`src/rtl/uart_cmd_decoder.sv`:
```
// Host command decoder: turns framed UART bytes into register reads/writes and one response byte.
// Optional trailing XOR checksum per frame when UART_CMD_CHECKSUM_EN is defined.
module uart_cmd_decoder #(
    parameter int TIMEOUT_CYCLES = 1200000,
    parameter int ADDR_BITS      = 8
) (
    input  logic                 clock,
    input  logic                 reset_n,
    input  logic [7:0]           rx_data_i,
    input  logic                 rx_valid_i,
    output logic [7:0]           tx_data_o,
    output logic                 tx_write_o,
    input  logic                 tx_ready_i,
    output logic [ADDR_BITS-1:0] reg_addr_o,
    output logic [7:0]           reg_wdata_o,
    output logic                 reg_write_o,
    output logic                 reg_read_o,
    input  logic [7:0]           reg_rdata_i,
    output logic                 error_o,
    output logic                 busy_o
);

    localparam int            TW       = $clog2(TIMEOUT_CYCLES);
    localparam logic [TW-1:0] TMO_LAST = TW'(TIMEOUT_CYCLES - 1);

    localparam logic [7:0] OP_WRITE = 8'h57;
    localparam logic [7:0] OP_READ  = 8'h52;
    localparam logic [7:0] OP_PING  = 8'h50;
    localparam logic [7:0] RSP_OK   = 8'h4B;
    localparam logic [7:0] RSP_BAD  = 8'h3F;
`ifdef UART_CMD_CHECKSUM_EN
    localparam logic [7:0] RSP_SUM  = 8'h21;
`endif

    typedef enum logic [2:0] {
        IDLE,
        GET_ADDR,
        GET_DATA,
        DO_WRITE,
        DO_READ,
        READ_WAIT,
        RESP
`ifdef UART_CMD_CHECKSUM_EN
        , GET_SUM
`endif
    } state_t;

    state_t                 state_q, state_d;
    logic [7:0]             opcode_q, opcode_d;
    logic [ADDR_BITS-1:0]   addr_q, addr_d;
    logic [7:0]             wdata_q, wdata_d;
    logic [7:0]             resp_q, resp_d;
    logic [TW-1:0]          tmo_q, tmo_d;
    logic                   error_q, error_d;
`ifdef UART_CMD_CHECKSUM_EN
    logic [7:0]             sum_q, sum_d;
`endif

    always_ff @(posedge clock or negedge reset_n) begin
        if (!reset_n) begin
            state_q  <= IDLE;
            opcode_q <= '0;
            addr_q   <= '0;
            wdata_q  <= '0;
            resp_q   <= '0;
            tmo_q    <= '0;
            error_q  <= 1'b0;
`ifdef UART_CMD_CHECKSUM_EN
            sum_q    <= '0;
`endif
        end else begin
            state_q  <= state_d;
            opcode_q <= opcode_d;
            addr_q   <= addr_d;
            wdata_q  <= wdata_d;
            resp_q   <= resp_d;
            tmo_q    <= tmo_d;
            error_q  <= error_d;
`ifdef UART_CMD_CHECKSUM_EN
            sum_q    <= sum_d;
`endif
        end
    end

    // tmo_d defaults to zero so the counter clears on every accepted byte and state entry
    always_comb begin
        state_d  = state_q;
        opcode_d = opcode_q;
        addr_d   = addr_q;
        wdata_d  = wdata_q;
        resp_d   = resp_q;
        tmo_d    = '0;
        error_d  = 1'b0;
`ifdef UART_CMD_CHECKSUM_EN
        sum_d    = sum_q;
`endif
        case (state_q)
            IDLE: begin
                if (rx_valid_i) begin
                    opcode_d = rx_data_i;
`ifdef UART_CMD_CHECKSUM_EN
                    sum_d    = rx_data_i;
`endif
                    if (rx_data_i == OP_WRITE || rx_data_i == OP_READ) begin
                        state_d = GET_ADDR;
                    end else if (rx_data_i == OP_PING) begin
`ifdef UART_CMD_CHECKSUM_EN
                        state_d = GET_SUM;
`else
                        resp_d  = OP_PING;
                        state_d = RESP;
`endif
                    end else begin
                        resp_d  = RSP_BAD;
                        error_d = 1'b1;
                        state_d = RESP;
                    end
                end
            end
            GET_ADDR: begin
                if (rx_valid_i) begin
                    addr_d = rx_data_i[ADDR_BITS-1:0];
`ifdef UART_CMD_CHECKSUM_EN
                    sum_d  = sum_q ^ rx_data_i;
`endif
                    if (opcode_q == OP_WRITE) begin
                        state_d = GET_DATA;
                    end else begin
`ifdef UART_CMD_CHECKSUM_EN
                        state_d = GET_SUM;
`else
                        state_d = DO_READ;
`endif
                    end
                end else if (tmo_q == TMO_LAST) begin
                    error_d = 1'b1;
                    state_d = IDLE;
                end else begin
                    tmo_d = tmo_q + TW'(1);
                end
            end
            GET_DATA: begin
                if (rx_valid_i) begin
                    wdata_d = rx_data_i;
`ifdef UART_CMD_CHECKSUM_EN
                    sum_d   = sum_q ^ rx_data_i;
                    state_d = GET_SUM;
`else
                    state_d = DO_WRITE;
`endif
                end else if (tmo_q == TMO_LAST) begin
                    error_d = 1'b1;
                    state_d = IDLE;
                end else begin
                    tmo_d = tmo_q + TW'(1);
                end
            end
`ifdef UART_CMD_CHECKSUM_EN
            GET_SUM: begin
                if (rx_valid_i) begin
                    if (rx_data_i == sum_q) begin
                        if (opcode_q == OP_WRITE) begin
                            state_d = DO_WRITE;
                        end else if (opcode_q == OP_READ) begin
                            state_d = DO_READ;
                        end else begin
                            resp_d  = OP_PING;
                            state_d = RESP;
                        end
                    end else begin
                        resp_d  = RSP_SUM;
                        error_d = 1'b1;
                        state_d = RESP;
                    end
                end else if (tmo_q == TMO_LAST) begin
                    error_d = 1'b1;
                    state_d = IDLE;
                end else begin
                    tmo_d = tmo_q + TW'(1);
                end
            end
`endif
            DO_WRITE: begin
                error_d = rx_valid_i;
                resp_d  = RSP_OK;
                state_d = RESP;
            end
            DO_READ: begin
                error_d = rx_valid_i;
                state_d = READ_WAIT;
            end
            READ_WAIT: begin
                error_d = rx_valid_i;
                resp_d  = reg_rdata_i;
                state_d = RESP;
            end
            RESP: begin
                error_d = rx_valid_i;
                if (tx_ready_i) begin
                    state_d = IDLE;
                end
            end
            default: state_d = IDLE;
        endcase
    end

    assign tx_data_o   = (state_q == RESP) ? resp_q : 8'h00;
    assign tx_write_o  = (state_q == RESP) && tx_ready_i;
    assign reg_addr_o  = addr_q;
    assign reg_wdata_o = wdata_q;
    assign reg_write_o = (state_q == DO_WRITE);
    assign reg_read_o  = (state_q == DO_READ);
    assign error_o     = error_q;
    assign busy_o      = (state_q != IDLE);

endmodule

```
`config.mk`:
```
export PLATFORM = sky130hd
export DESIGN_NAME = uart_cmd_decoder
export DESIGN_NICKNAME = d
export VERILOG_FILES = /design/src/rtl/uart_cmd_decoder.sv
export SDC_FILE = /design/constraint.sdc
export NUM_CORES = 1
export LEC_CHECK = 0
export CAP_MARGIN = 20
export CORE_UTILIZATION = 50
export CTS_CLUSTER_DIAMETER = 50
export DETAILED_ROUTE_END_ITERATION = 16
export DONT_BUFFER_PORTS = 1
export GPL_TIMING_DRIVEN = 1
export PLACE_DENSITY = 0.7
export SLEW_MARGIN = 30
export SYNTH_ARGS = -nofsm -noshare
export SYNTH_HDL_FRONTEND = slang
export SYNTH_SLANG_ARGS = --single-unit
```
`constraint.sdc`:
```
create_clock -name clock -period 5.1 [get_ports clock]
set_clock_uncertainty 0.2 [all_clocks]
set_input_delay 0.51 -clock clock [delete_from_list [all_inputs] [get_ports clock]]
set_output_delay 0.51 -clock clock [all_outputs]
set_load 0.1 [all_outputs]
```
==> impl_metrics.py <==
metrics = {
    "sta": {
        "setup_tns_ns": 0,
        "setup_viol": 0,
        "slew_headroom_pct": 36.0,
        "fmax_mhz": 324,
        "period_share_pct": 60.5,
        "period_needed_ns": 3.09,
        "tightest_slew_ns": 0.967,
        "finalHoldViolCount": 0,
        "rsz0062_at_grt": "false",
        "slew_viol_final": 0,
    },
    "critical_path": {
        "start_kind": "flop",
        "cp_data_arrival_time_ns": 2.38,
        "cp.required_ns": 4.39,
        "crit_path_start": "state_q[2]$_DFFE_PN0P_",
        "crit_fanout": 13,
        "crit_type": "reg -> out",
        "worstSetupEndpointType": "output port",
        "r2r-start": "tmo_q[15]$_DFF_PN0_",
    },
    "layout": {
        "syn_to_final_growth_pct": 12.2,
        "final_nets": 293,
        "antennaDiodeCount": 0,
        "drive_gt1_share_pct": 23.1,
    },
    "grt": {
        "first_global_vias": 2027,
        "antenna_found_initial": 0,
        "grt_max_degree": 58,
        "grt_first_pass_wirelength_mm": 10.3,
        "grt_overflow": 0,
        "grtUsageTotal_pct": 22.1,
    },
    "logic_synthesis": {
        "synth_cell_type_count": 50,
        "synth-adder-area-share_pct": 0.431,
        "syn_area_um2": 2900,
        "synth-seq-cells": 57,
        "netlist_top_cells_area": "dfrtp_1 49%, mux2_2 10%, xor2_1 2.4%, nor2_1 2.3%, and2_1 2.2%",
        "yosysMostFrequentCell": "dfrtp_1",
        "synth_xor_area_share_pct": 4.22,
        "synth_top_area_share_pct": 49.1,
        "synth_top_family_by_area": "simple AND/OR/NAND/NOR gates",
        "synth_simple_gate_area_share_pct": 21.1,
        "synth.area.mux_share_pct": 10.1,
        "ys_top_cells_by_count": "57 x dfrtp_1, 26 x mux2_2, 18 x nor2_1",
        "yosysTopAreaCell": "dfrtp_1",
        "async_flop_share_pct": 100,
        "syn_inst": 267,
        "synth_edf_count": 0,
        "synth_compound_area_share_pct": 11.1,
        "synth_nets": 288,
        "syn-mean-instance-area_um2": 10.9,
        "synthFlopType": "dfrtp_1",
        "ys.warnings.count": 0,
        "synth-seq-area-share_pct": 49.1,
    },
    "floorplan": {
        "dieArea_um2": 6110,
        "dieHeight_um": 78.2,
        "num_rows": 27,
        "pin_count": 49,
        "die_x_um": 78.2,
        "start_util_pct": 52.4,
        "core_um2": 5540,
    },
    "clock_network": {
        "ctsLongestPathBuffers": 2,
        "cts_root_buffer": "clkbuf_8",
        "numClockSinks": 57,
        "clk_latency_ns": 0.34,
        "cts_setup_buffers": 0,
        "cts_buffers": 9,
        "path_clk_slew_ns": 0.07,
        "h-tree-depth": 3,
        "tritoncts": "built",
    },
    "status": {
        "outcome": "finished clean",
    },
    "drt": {
        "ant_nets": 0,
        "vias": 2096,
        "drc_errors": 0,
        "post_drt_wl_per_cell_um": 17.0,
        "viasPerCell": 6.01,
        "first_iter_violations": 256,
        "routed_wl_mm": 5.94,
        "dr.pass1.iters": 4,
    },
    "flow_run": {
        "maxCapViolCount": 0,
    },
    "worst_hold_path": {
        "min_path_type": "in -> reg",
        "hold_path.startpoint": "reg_rdata_i[7]",
    },
    "placement": {
        "place.port_buffers": 0,
        "hpwl_mm": 3.97,
        "gp_congestion": 0.842,
    },
}
## repair_timing
| action | in CTS | in global routing |
|---|---|---|
| endpoints found under the hold margin | 57 | 0 |
| hold buffers | 2 | 0 |
| setup endpoints to repair | 0 | 0 |
| resized for setup | 0 | 0 |
## path summary, 6_finish.rpt
path	to	slack, ns	cells after the start
setup / recovery	tx_data_o[1]	2.01	3
hold / removal	resp_q[7]$_DFFE_PN0P_	0.1	2
setup reg to reg	tmo_q[6]$_DFF_PN0_	2.69	4
hold reg to reg	tmo_q[0]$_DFF_PN0_	0.28	1
max in group asynchronous	resp_q[4]$_DFFE_PN0P_	3.97	2
min in group asynchronous	reg_addr_o[7]$_DFFE_PN0P_	0.47	2
## critical path: stages, from the launching register on
cell and delay (ns):
dfrtp_1 0.57, inv_1 0.25, nor2_1 0.38, and2_1 0.83
## stage by stage
| stage | hold WS [ns] | utilization (%) | instances | instance area (um2) | setup slack (ns) |
|---|---|---|---|---|---|
| 2_1_floorplan | 0.0144 | - | 267 | 2900 | 1.68 |
| 3_3_place_gp | 0.0153 | 54.6 | 331 | 3020 | 2.41 |
| 3_5_place_dp | 0.0151 | 54.6 | 331 | 3020 | 2.37 |
| 4_1_cts | 0.0824 | 58.8 | 349 | 3260 | 1.99 |
| 5_1_grt | 0.0888 | 58.8 | 349 | 3260 | 1.87 |
| 6_report | 0.0953 | 58.8 | 349 | 3260 | 2.01 |
## flip-flops by register name, summed over array words and instances, names as in the netlist
register / cells
reg_addr_o: 8
state_q: 3
resp_q: 8
error_o: 1
opcode_q: 8
reg_wdata_o: 8
tmo_q: 21
## metal layers
layer  share of wire, %  global-route usage (%)  up-vias
met4                1.3                    6.85        0
met5                  0                       0        -
met2                 46                    33.2       54
met1                 46                    28.9     1051
li1                   -                       -      982
met3                6.7                    9.65        9
## placed cells by master (no fill, tap or decap), drive strengths merged, types with 9 or more instances in the layout
cell     n
a21oi   13
and2    10
clkbuf  13
dfrtp   57
inv      9
mux2    26
nand2   11
nand3    9
nor2    20
o21ai   11
## area by class of cell
cell class,instances,area (um2)
Fill cell,475,2280
Sequential cell,57,1430
Multi-Input combinational cell,188,1380
Clock buffer,11,141
Timing Repair Buffer,7,130
Tap cell,72,90.1
Clock inverter,5,55.1
Inverter,9,33.8
## logic make-up (layout without fill, tap and decap cells)
| logic type | after synthesis | count (layout) |
|---|---|---|
| and+or+nand+nor | 100 | 100 |
| DFF | 57 | 57 |
| AOI/OAI and AO/OA | 47 | 47 |
| muxes | 26 | 26 |
| buffers and inverters | 22 | 32 |
| xor gates and xnor gates | 14 | 14 |
| adders and majority gates | 1 | 1 |
Power is left out: the tool's default activity adds up to more than one toggle a clock period on the data nets, which glitch-free logic cannot reach.
